`src/rtl/screen_writer_if.sv`:
```
// Byte-stream input, clear request and registered RAM write port of the screen writer.
// The design drives the slave side; the stream source and RAM owner sit on the master side.
interface screen_writer_if #(
  parameter int unsigned AddrWidth = 8,
  parameter int unsigned DataWidth = 16
);
  logic                 in_valid;
  logic [7:0]           in_data;
  logic                 in_ready;
  logic                 clear_req;
  logic [AddrWidth-1:0] addr;
  logic [DataWidth-1:0] wdata;
  logic                 we;
  logic                 busy;
  logic                 frame_done;

  modport master (
    output in_valid, in_data, clear_req,
    input  in_ready, addr, wdata, we, busy, frame_done
  );

  modport slave (
    input  in_valid, in_data, clear_req,
    output in_ready, addr, wdata, we, busy, frame_done
  );
endinterface

```
`src/rtl/screen_writer.sv`:
```
// Packs a high-byte-first byte stream into 16-bit words written to consecutive screen RAM
// addresses, and fills the whole RAM with CLEAR_VALUE on request.
module screen_writer #(
  parameter int unsigned          RAM_WIDTH          = 16,
  parameter int unsigned          RAM_REGISTER_COUNT = 256,
  parameter logic [RAM_WIDTH-1:0] CLEAR_VALUE        = 16'h0000
) (
  input  logic          CLK_50,
  input  logic          resetN,
  screen_writer_if.slave bus_io
);
  localparam int unsigned AddrWidth = $clog2(RAM_REGISTER_COUNT);
  localparam logic [AddrWidth-1:0] LastAddr = AddrWidth'(RAM_REGISTER_COUNT - 1);

  localparam logic [1:0] S_HI  = 2'd0;
  localparam logic [1:0] S_LO  = 2'd1;
  localparam logic [1:0] S_WR  = 2'd2;
  localparam logic [1:0] S_CLR = 2'd3;

  logic [1:0]           state_q, state_d;
  logic [AddrWidth-1:0] wr_ptr_q, wr_ptr_d;
  logic [AddrWidth-1:0] addr_q, addr_d;
  logic [7:0]           hi_q, hi_d;
  logic                 pend_q, pend_d;
  logic                 we_q, we_d;
  logic [RAM_WIDTH-1:0] wdata_q, wdata_d;
  logic                 in_ready;
  logic                 accept;

  always_comb begin
    in_ready = resetN && ((state_q == S_HI && !pend_q) || state_q == S_LO);
    accept   = bus_io.in_valid && in_ready;

    state_d  = state_q;
    wr_ptr_d = wr_ptr_q;
    addr_d   = addr_q;
    hi_d     = hi_q;
    pend_d   = pend_q;
    we_d     = we_q;
    wdata_d  = wdata_q;

    if (bus_io.clear_req && state_q != S_CLR) pend_d = 1'b1;

    case (state_q)
      S_HI: begin
        // A pending clear wins over a waiting byte; a request arriving now is absorbed.
        if (pend_q) begin
          state_d = S_CLR;
          we_d    = 1'b1;
          addr_d  = '0;
          wdata_d = CLEAR_VALUE;
          pend_d  = 1'b0;
        end else if (accept) begin
          hi_d    = bus_io.in_data;
          state_d = S_LO;
        end
      end
      S_LO: begin
        if (accept) begin
          we_d    = 1'b1;
          addr_d  = wr_ptr_q;
          wdata_d = {hi_q, bus_io.in_data};
          state_d = S_WR;
        end
      end
      S_WR: begin
        we_d     = 1'b0;
        wr_ptr_d = wr_ptr_q + 1'b1;
        state_d  = S_HI;
      end
      S_CLR: begin
        if (addr_q == LastAddr) begin
          we_d     = 1'b0;
          wr_ptr_d = '0;
          state_d  = S_HI;
        end else begin
          addr_d = addr_q + 1'b1;
        end
      end
      default: state_d = S_HI;
    endcase
  end

  always_ff @(posedge CLK_50) begin
    if (!resetN) begin
      state_q  <= S_HI;
      wr_ptr_q <= '0;
      addr_q   <= '0;
      hi_q     <= '0;
      pend_q   <= 1'b0;
      we_q     <= 1'b0;
      wdata_q  <= '0;
    end else begin
      state_q  <= state_d;
      wr_ptr_q <= wr_ptr_d;
      addr_q   <= addr_d;
      hi_q     <= hi_d;
      pend_q   <= pend_d;
      we_q     <= we_d;
      wdata_q  <= wdata_d;
    end
  end

  assign bus_io.in_ready   = in_ready;
  assign bus_io.busy       = resetN && (state_q != S_HI || pend_q);
  assign bus_io.frame_done = resetN && state_q == S_WR && addr_q == LastAddr;
  assign bus_io.we         = we_q;
  assign bus_io.addr       = addr_q;
  assign bus_io.wdata      = wdata_q;
endmodule

```
`src/flat_wrapper.sv`:
```
// flat-port wrapper written by rule: the top's interface ports become plain ports
module screen_writer_flat 
#(
  parameter int unsigned          RAM_WIDTH          = 16,
  parameter int unsigned          RAM_REGISTER_COUNT = 256,
  parameter logic [RAM_WIDTH-1:0] CLEAR_VALUE        = 16'h0000
)
  (CLK_50, resetN, bus_io_in_valid, bus_io_in_data, bus_io_clear_req, bus_io_in_ready, bus_io_addr, bus_io_wdata, bus_io_we, bus_io_busy, bus_io_frame_done);
  screen_writer_if bus_io_i ();
  input  logic CLK_50;
  input  logic resetN;
  input wire logic [$bits(bus_io_i.in_valid)-1:0] bus_io_in_valid;
  input wire logic [$bits(bus_io_i.in_data)-1:0] bus_io_in_data;
  input wire logic [$bits(bus_io_i.clear_req)-1:0] bus_io_clear_req;
  output wire logic [$bits(bus_io_i.in_ready)-1:0] bus_io_in_ready;
  output wire logic [$bits(bus_io_i.addr)-1:0] bus_io_addr;
  output wire logic [$bits(bus_io_i.wdata)-1:0] bus_io_wdata;
  output wire logic [$bits(bus_io_i.we)-1:0] bus_io_we;
  output wire logic [$bits(bus_io_i.busy)-1:0] bus_io_busy;
  output wire logic [$bits(bus_io_i.frame_done)-1:0] bus_io_frame_done;
  assign bus_io_i.in_valid = bus_io_in_valid;
  assign bus_io_i.in_data = bus_io_in_data;
  assign bus_io_i.clear_req = bus_io_clear_req;
  assign bus_io_in_ready = bus_io_i.in_ready;
  assign bus_io_addr = bus_io_i.addr;
  assign bus_io_wdata = bus_io_i.wdata;
  assign bus_io_we = bus_io_i.we;
  assign bus_io_busy = bus_io_i.busy;
  assign bus_io_frame_done = bus_io_i.frame_done;
  screen_writer #(.RAM_WIDTH(RAM_WIDTH), .RAM_REGISTER_COUNT(RAM_REGISTER_COUNT), .CLEAR_VALUE(CLEAR_VALUE)) u_core (.CLK_50(CLK_50), .resetN(resetN), .bus_io(bus_io_i));
endmodule
```
`config.mk`:
```
export PLATFORM = sky130hd
export DESIGN_NAME = screen_writer_flat
export DESIGN_NICKNAME = d
export VERILOG_FILES = /design/src/rtl/screen_writer_if.sv /design/src/rtl/screen_writer.sv /design/src/flat_wrapper.sv
export SDC_FILE = /design/constraint.sdc
export NUM_CORES = 1
export LEC_CHECK = 0
export BUFFER_PORTS_ARGS = -buffer_cell sky130_fd_sc_hd__buf_2
export CAP_MARGIN = 10
export CELL_PAD_IN_SITES_DETAIL_PLACEMENT = 1
export CELL_PAD_IN_SITES_GLOBAL_PLACEMENT = 1
export CORE_MARGIN = 4
export CORE_UTILIZATION = 40
export CTS_CLUSTER_DIAMETER = 60
export DETAILED_ROUTE_END_ITERATION = 10
export PLACE_DENSITY_LB_ADDON = 0.1
export SETUP_SLACK_MARGIN = 0.05
export SYNTH_ARGS = -nofsm -noshare
export SYNTH_HDL_FRONTEND = slang
export SYNTH_SLANG_ARGS = --single-unit
```
`constraint.sdc`:
```
create_clock -name CLK_50 -period 2.2 [get_ports CLK_50]
set_input_delay 0.22 -clock CLK_50 [delete_from_list [all_inputs] [get_ports CLK_50]]
set_output_delay 0.22 -clock CLK_50 [all_outputs]
set_load 0.03 [all_outputs]
```
==> results.yml, run 1 <==
status:
  status: "complete, no violations"
grt:
  antenna_found_initial: 0
  grt_pass1_wl_um: 9404
  grt_pass1_vias: 1905
  grt_max_degree: 27
  track_usage_pct: 18.57
  overflow: 0
clock_tree:
  cts-root-buf: "clkbuf_8"
  clkTransAtPathRegs_ns: 0.08
  cts_buffers: 5
  cts_resized: 0
  htreeDepth: 2
  postCtsHoldBufs: 0
  cts.sinks: 44
  cts_max_path_buffers: 2
  post-cts-setup-buffer-count: 0
  tritoncts: "done"
  clk_latency_ns: 0.29
worst_setup_path:
  worstSetupPathType: "reg -> reg"
  cpPeakStageDelay_ns: 0.54
  endpoint_kind: "flip-flop"
  cp-start-kind: "flip-flop"
  cp_slowest_cell: "or4_1"
  crit_arrival_ns: 2.13
  path_cells: "ha_1 -> and4_4 -> a31oi_4 -> or4_1 -> a21oi_1"
  path_max_fanout: 15
  worstPathRequired_ns: 2.43
place:
  gp_congestion: 0.7819
  dp_hpwl_um: 3887
  place_area_um2: 2354
  pre_cts_ws_ns: 0.3282
  numPortBuffers: 39
drt:
  via_per_inst: 5.412
  first_iter_violations: 78
  routedWlPerCell_um: 15.76
  via_count: 1851
  antenna_left: 0
  wl_um: 5390
  dr.pass1.iters: 4
  drc: 0
die:
  rows: 25
  dieArea_um2: 6378
  ioPinCount: 40
  initial_core_util_pct: 42.61
  fp.coreArea_um2: 4848
  fp.dieW_um: 79.87
  fp.dieH_um: 79.87
sta:
  tns_ns: 0
  min_period_ns: 1.896
  final.setup.worst_slack_ns: 0.3037
  finalCritPeriodShare_pct: 86.20
  hold_viol_final: 0
  slew_viol_final: 0
  fin_skew_ns: 0.003489
  grt_setup_unrepaired: "no"
  fmax_ghz: 0.5273
  setup_violations: 0
  max_slew.worst_pin.slew_ns: 0.6135
  slew_headroom_pct: 58.98
synth:
  syn_area_um2: 2066
  synth-seq-area-share_pct: 42.64
  postSynthAreaPerCell_um2: 8.753
  synth_cell_types: 50
  ys_warn_count: 0
  synth_fp_nets: 250
  async_reset_ff_share_pct: 0
  synth-edff-count: 0
  ys.flop_type: "dfxtp_1"
  synthCells: 236
  ys_seq_elements: 44
final_layout:
  syn_to_final_growth_pct: 17.87
  layout_commonest_cell: "dfxtp_1"
  fin_nets: 289
  drive_gt1_share_pct: 22.91
  multi_input_area_um2: 1114
  regArea_um2: 880.8
  fin_area_um2: 2435
  n_antenna_cell: 0
  mostFrequentLayoutCells: "dfxtp_1, buf_2, nand2_1"
  fillers: 601
power_and_ir_drop:
  powerDensity_nw_per_um2: 694.5
  power.leakage_nw: 0.9869
  peakVddDrop_v: 0.0003948
run:
  drv_cap: 0
worst_hold_path:
  hp-class: "in -> reg"
[power breakdown]
part	internal (mW)	switching, mW
Combinational	0.121	0.212
Sequential	0.826	0.0375
Clock	0.215	0.278
[cell usage after synthesis (2+ instances only)]
cell type  instances  area (µm²)
mux2i_1           11       110.1
a21boi_0          17       127.6
o21ai_0            8       40.04
nor3_1             2       10.01
a21oi_1           12       60.06
nor2_1             6       22.52
a211oi_1           2       15.01
buf_2              5       25.02
or3_2              4       30.03
o21a_1             2       15.01
nor3b_1            2       15.01
nor2b_1           11       68.82
a31oi_1            2       12.51
o211a_1            2       20.02
ha_1               2       25.02
nand2_1           28       105.1
and3_1             4       25.02
o31ai_1            4       30.03
dfxtp_1           44       880.8
inv_1              2       7.510
nand3_1           25       125.1
and2_1             2       12.51
clkbuf_1           8       30.03
nand4_1            5       31.28
[flip-flops by register name (all words and copies together), names as in the netlist]
register,flops
u_core.bus_io.wdata,16
u_core.state_q,2
u_core.pend_q,1
u_core.hi_q,8
u_core.wr_ptr_q,8
u_core.bus_io.addr,8
u_core.bus_io.we,1
[layer usage]
layer	up-vias	part of all wire [%]	GRT usage, %	wire [µm]
li1	940	-	-	-
met1	880	51	26.30	2766
met2	29	45	28.63	2416
met3	2	3.6	3.725	193
met4	0	0.26	5.068	14
met5	-	0	0	0
[worst paths after layout]
check	cells past startpoint	startpoint	to	slack [ns]
max	5	u_core.bus_io.addr[0]	u_core.wr_ptr_q[5]	0.30
min	3	bus_io_in_data[4]	u_core.hi_q[4]	0.19
max reg2reg	5	u_core.bus_io.addr[0]	u_core.wr_ptr_q[5]	0.30
min reg2reg	2	u_core.bus_io.wdata[8]	u_core.bus_io.wdata[8]	0.46
[critical path, delay by kind of cell, from the launching register on]
kind | cells | cell delay [ns]
compound gates | 2 | 0.31
simple gates | 2 | 0.84
fa+ha+maj | 1 | 0.26
flops | 1 | 0.42
[logic make-up after synthesis]
| logic type | Yosys count | share of synthesized area [%] |
|---|---|---|
| AO/OA/AOI/OAI | 62 | 21.32 |
| buffers and inverters | 17 | 3.755 |
| AND/OR/NAND/NOR | 99 | 25.32 |
| adder cells (fa/ha/maj) | 2 | 1.211 |
| XOR/XNOR | 1 | 0.4241 |
| flip-flops | 44 | 42.64 |
| multiplexers | 11 | 5.330 |
[metrics by stage]
step / hold WS (ns) / utilization, % / std cells / power (mW)
after floorplan: 0.3784 / - / 236 / 1.108
after global placement: 0.4464 / 48.54 / 335 / 1.215
after detailed placement: 0.4538 / 48.54 / 335 / 1.218
after CTS: 0.1775 / 50.22 / 342 / 1.715
after global routing: 0.1923 / 50.22 / 342 / 1.792
final: 0.1898 / 50.22 / 342 / 1.691
[cell type report]
type | count | share of cell area (%)
multi-input combinational | 175 | 45.73
sequential | 44 | 36.18
timing repair buffer | 47 | 11.00
tap | 67 | 3.443
clock buffer | 5 | 2.826
clock inverter | 2 | 0.5139
inverter | 2 | 0.3083
(Power assumes the default switching activity.)
==> inputs of run 2 (changes only) <==
--- a/config.mk
+++ b/config.mk
@@ -14,7 +14,7 @@
 export CTS_CLUSTER_DIAMETER = 60
 export DETAILED_ROUTE_END_ITERATION = 10
 export PLACE_DENSITY_LB_ADDON = 0.1
-export SETUP_SLACK_MARGIN = 0.05
+export SETUP_SLACK_MARGIN = 0.4
 export SYNTH_ARGS = -nofsm -noshare
 export SYNTH_HDL_FRONTEND = slang
 export SYNTH_SLANG_ARGS = --single-unit
==> results.yml, run 2 (synthesis results as in run 1) <==
power_and_ir_drop:
  peakVddDrop_v: 0.0003091
  total_power_mw: 1.703
  pwr-share-seq_pct: 51.1
  p_int_mw: 1.178
  switchingPower_uw: 524.8
  clkPwrFrac_pct: 28.5
  powerDensity_nw_per_um2: 676.7
  p_comb_share_pct: 20.4
  p_sw_share_pct: 30.82
  power.leakage_nw: 1.010
sta:
  slew_viol_final: 0
  fmax_ghz: 0.5813
  slew_headroom_pct: 59.99
  hold_viol_final: 0
  finalCritPeriodShare_pct: 78.19
  min_period_ns: 1.720
  setup_violations: 0
  max_slew.worst_pin.slew_ns: 0.5984
  tns_ns: 0
  grt_setup_unrepaired: "no"
  fin_skew_ns: 0.004618
final_layout:
  syn_to_final_growth_pct: 21.80
  regArea_um2: 894.6
  drive_gt1_share_pct: 28.21
  multi_input_area_um2: 1156
  fin_nets: 294
  mostFrequentLayoutCells: "buf_2, dfxtp_1, nand2_1"
  postLayoutCoreUtil_pct: 51.90
  largest_register_ffs: 16
  n_antenna_cell: 0
  fillers: 594
drt:
  first_iter_violations: 77
  via_per_inst: 5.559
  wl_um: 5600
  routedWlPerCell_um: 16.14
  dr.pass1.iters: 4
  drc: 0
  via_count: 1929
  antenna_left: 0
worst_setup_path:
  cp-start-kind: "flip-flop"
  endpoint_kind: "flip-flop"
  crit_arrival_ns: 1.95
  worstSetupPathType: "reg -> reg"
  path_max_fanout: 11
  worstPathRequired_ns: 2.43
place:
  gp_congestion: 0.8321
  dp_hpwl_um: 3997
  numPortBuffers: 39
grt:
  overflow: 0
  grt_max_degree: 25
  track_usage_pct: 18.83
  grt_pass1_vias: 1901
  antenna_found_initial: 0
  grt_pass1_wl_um: 9501
clock_tree:
  cts-root-buf: "clkbuf_8"
  clk_latency_ns: 0.29
  cts_max_path_buffers: 2
  tritoncts: "done"
  cts.sinks: 44
  htreeDepth: 2
  cts_buffers: 5
  clkTransAtPathRegs_ns: 0.08
worst_hold_path:
  hp-class: "in -> reg"
die:
  ioPinCount: 40
  fp.dieH_um: 79.87
  initial_core_util_pct: 42.61
  fp.coreArea_um2: 4848
  fp.dieW_um: 79.87
  dieArea_um2: 6378
  rows: 25
run:
  drv_cap: 0
status:
  status: "complete, no violations"
run 2: cell types whose count changed in the layout (fill, tap and decap cells not counted), moves of 2 or more:
| cell | change |
|---|---|
| dfxtp_2 | +2 |
| dfxtp_1 | -5 |
| buf_4 | +6 |
| dfxtp_4 | +3 |
run 2: final timing paths:
| check | from | to | slack, ns | depth (start not counted) |
|---|---|---|---|---|
| hold reg to reg | u_core.bus_io.wdata[7] | u_core.bus_io.wdata[7] | 0.46 | 2 |
| setup / recovery | u_core.bus_io.addr[0] | u_core.wr_ptr_q[5] | 0.48 | 5 |
| hold / removal | bus_io_in_data[2] | u_core.bus_io.wdata[2] | 0.20 | 3 |
| setup reg to reg | u_core.bus_io.addr[0] | u_core.wr_ptr_q[5] | 0.48 | 5 |
run 2: metal layers:
| layer | part of all wire, % | global-route usage (%) | routed length, µm |
|---|---|---|---|
| met5 | 0 | 0 | 0 |
| met4 | 0.82 | 4.223 | 46 |
| met3 | 4.9 | 4.515 | 273 |
| met2 | 45 | 29.05 | 2528 |
| met1 | 49 | 26.52 | 2752 |
run 2: critical path: stages, from the launching register on:
cell	delay (ns)
dfxtp_4	0.39
ha_4	0.16
and4_4	0.28
a31oi_4	0.16
or4_1	0.53
a21oi_1	0.14
run 2: area by class of cell:
class	instances	share of cell area (%)
Clock buffer	5	2.735
Sequential cell	44	35.55
Timing Repair Buffer	52	11.64
Tap cell	67	3.332
Multi-Input combinational cell	175	45.95
Inverter	2	0.2984
Clock inverter	2	0.4973
run 2: repair_timing:
item,in CTS,in global routing
buffers inserted,4,0
gates cloned,0,0
pin swaps,1,1
hold buffers,0,0
gates resized for setup,3,10
endpoints found under the setup margin,17,27
run 2: metrics by stage:
stage	hold WS (ns)	instances	worst slack, ns	cell area [µm²]
final	0.2010	347	0.4798	2516
after global routing	0.1929	347	0.4122	2516
after CTS	0.1932	347	0.3946	2474
after detailed placement	0.4538	336	0.2899	2356
after global placement	0.4471	336	0.3742	2356
after floorplan	0.3784	236	0.4553	2073
run 2: power groups by stage:
stage,Sequential (mW),Combinational [mW],Clock (mW)
floorplan,0.889,0.219,0
global placement,0.885,0.320,0
detailed placement,0.886,0.325,0
CTS,0.868,0.342,0.505
global route,0.877,0.382,0.554
finish,0.870,0.348,0.485
==> inputs of run 3 (changes only) <==
==> constraint.sdc (replaced) <==
create_clock -name CLK_50 -period 1.7 [get_ports CLK_50]
set_input_delay 0.17 -clock CLK_50 [delete_from_list [all_inputs] [get_ports CLK_50]]
set_output_delay 0.17 -clock CLK_50 [all_outputs]
set_load 0.03 [all_outputs]
==> results.yml, run 3 (synthesis results as in run 1) <==
final_layout:
  layout_commonest_cell: "buf_2"
  mostFrequentLayoutCells: "buf_2, dfxtp_1, nand2_1"
  syn_to_final_growth_pct: 54.03
  fillers: 539
  largest_register_ffs: 16
  drive_gt1_share_pct: 51.29
  fin_nets: 323
  n_antenna_cell: 0
  final-instance-count-excl-fill: 377
drt:
  drc: 0
  antenna_left: 0
  via_count: 2263
  via_per_inst: 6.003
  first_iter_violations: 178
  dr.pass1.iters: 6
  routedWlPerCell_um: 22.42
  wl_um: 8454
place:
  place_inst: 340
  numPortBuffers: 39
  dp_hpwl_um: 4102
  gp_congestion: 0.7752
  pre_cts_ws_ns: 0.08827
worst_setup_path:
  cp-start-kind: "flip-flop"
  path_max_fanout: 7
  endpoint_kind: "flip-flop"
  endpoint: "u_core.wr_ptr_q[0]"
  r2r_start: "u_core.bus_io.addr[1]"
  crit_arrival_ns: 1.89
  reg2reg_slack_ns: 0.04
  r2r_cells: 7
  critPathLaunch: "u_core.bus_io.addr[1]"
  r2r-end: "u_core.wr_ptr_q[0]"
  worstSetupPathType: "reg -> reg"
  worstPathRequired_ns: 1.93
clock_tree:
  cts-root-buf: "clkbuf_8"
  postCtsHoldBufs: 0
  htreeDepth: 2
  tritoncts: "done"
  cts.sinks: 44
  cts_max_path_buffers: 2
  clk_latency_ns: 0.31
  clkTransAtPathRegs_ns: 0.09
  cts_buffers: 5
power_and_ir_drop:
  peakVddDrop_v: 0.0005842
  power.leakage_nw: 1.251
  powerDensity_nw_per_um2: 895.7
  total_power_mw: 2.850
grt:
  antenna_found_initial: 0
  grt_pass1_wl_um: 12520
  overflow: 0
  grt_pass1_vias: 2305
  track_usage_pct: 26.14
  grt_max_degree: 25
sta:
  grt_setup_unrepaired: "yes"
  slew_headroom_pct: 69.50
  final.setup.worst_slack_ns: 0.03868
  fin_skew_ns: 0.005500
  hold_viol_final: 0
  min_period_ns: 1.661
  fmax_ghz: 0.6019
  setup_violations: 0
  slew_viol_final: 0
  finalCritPeriodShare_pct: 97.72
  hold_slack_ns: 0.1298
  max_slew.worst_pin.slew_ns: 0.4516
die:
  initial_core_util_pct: 42.61
  fp.dieH_um: 79.87
  fp.coreArea_um2: 4848
  ioPinCount: 40
  rows: 25
  dieArea_um2: 6378
  fp.dieW_um: 79.87
run:
  drv_cap: 0
worst_hold_path:
  hp-class: "in -> reg"
  whs_path_depth: 3
status:
  status: "complete, no violations"
[run 3: per-stage QoR]
step / instance area [µm²] / util [%] / setup TNS (ns)
6_report: 3182 / 65.63 / 0
5_1_grt: 3182 / 65.63 / -0.01353
4_1_cts: 3050 / 62.92 / 0
3_5_place_dp: 2474 / 51.02 / 0
3_3_place_gp: 2474 / 51.02 / 0
2_1_floorplan: 2183 / - / 0
[run 3: final cells by class]
type / count / area (µm²) / area share, %
tap: 67 / 83.83 / 2.635
timing repair buffer: 80 / 630.6 / 19.82
sequential: 44 / 907.1 / 28.51
multi-input combinational: 176 / 1429 / 44.91
inverter: 2 / 10.01 / 0.3146
clock buffer: 8 / 121.4 / 3.814
[run 3: layer usage]
layer / track usage [%] / vias up / part of all wire [%]
met1: 31.07 / 1121 / 41
met4: 12.16 / 0 / 2.7
met2: 44.74 / 103 / 50
li1: - / 1015 / -
met3: 5.530 / 24 / 5.9
met5: 0 / - / 0
[run 3: worst max-delay path, cell delays in order, from the launching register on]
cell and delay [ns]:
dfxtp_4 0.36, ha_4 0.16, and4_4 0.21, buf_6 0.12, a31oi_4 0.27, buf_6 0.15
mux2i_1 0.10, nor2b_1 0.20
[run 3: worst min-delay path by stage]
stage,startpoint,endpoint,slack (ns)
final,bus_io_in_data[4],u_core.bus_io.wdata[4],0.13
after global routing,bus_io_in_data[5],u_core.bus_io.wdata[5],0.13
after CTS,bus_io_in_data[4],u_core.bus_io.wdata[4],0.12
after detailed placement,u_core.bus_io.wdata[1],u_core.bus_io.wdata[1],0.45
after global placement,bus_io_in_data[2],u_core.hi_q[2],0.44
after floorplan,bus_io_in_data[4],u_core.bus_io.wdata[4],0.33
[run 3: timing repair]
action | in CTS | in global routing
endpoints found under the setup margin | 45 | 47
cloned | 2 | 0
buffers inserted | 23 | 4
pin swaps | 47 | 8
resized for setup | 67 | 25
[run 3: report_power, final]
part,switching [mW],internal [mW]
Combinational,0.456,0.401
Clock,0.400,0.460
Sequential,0.0606,1.07
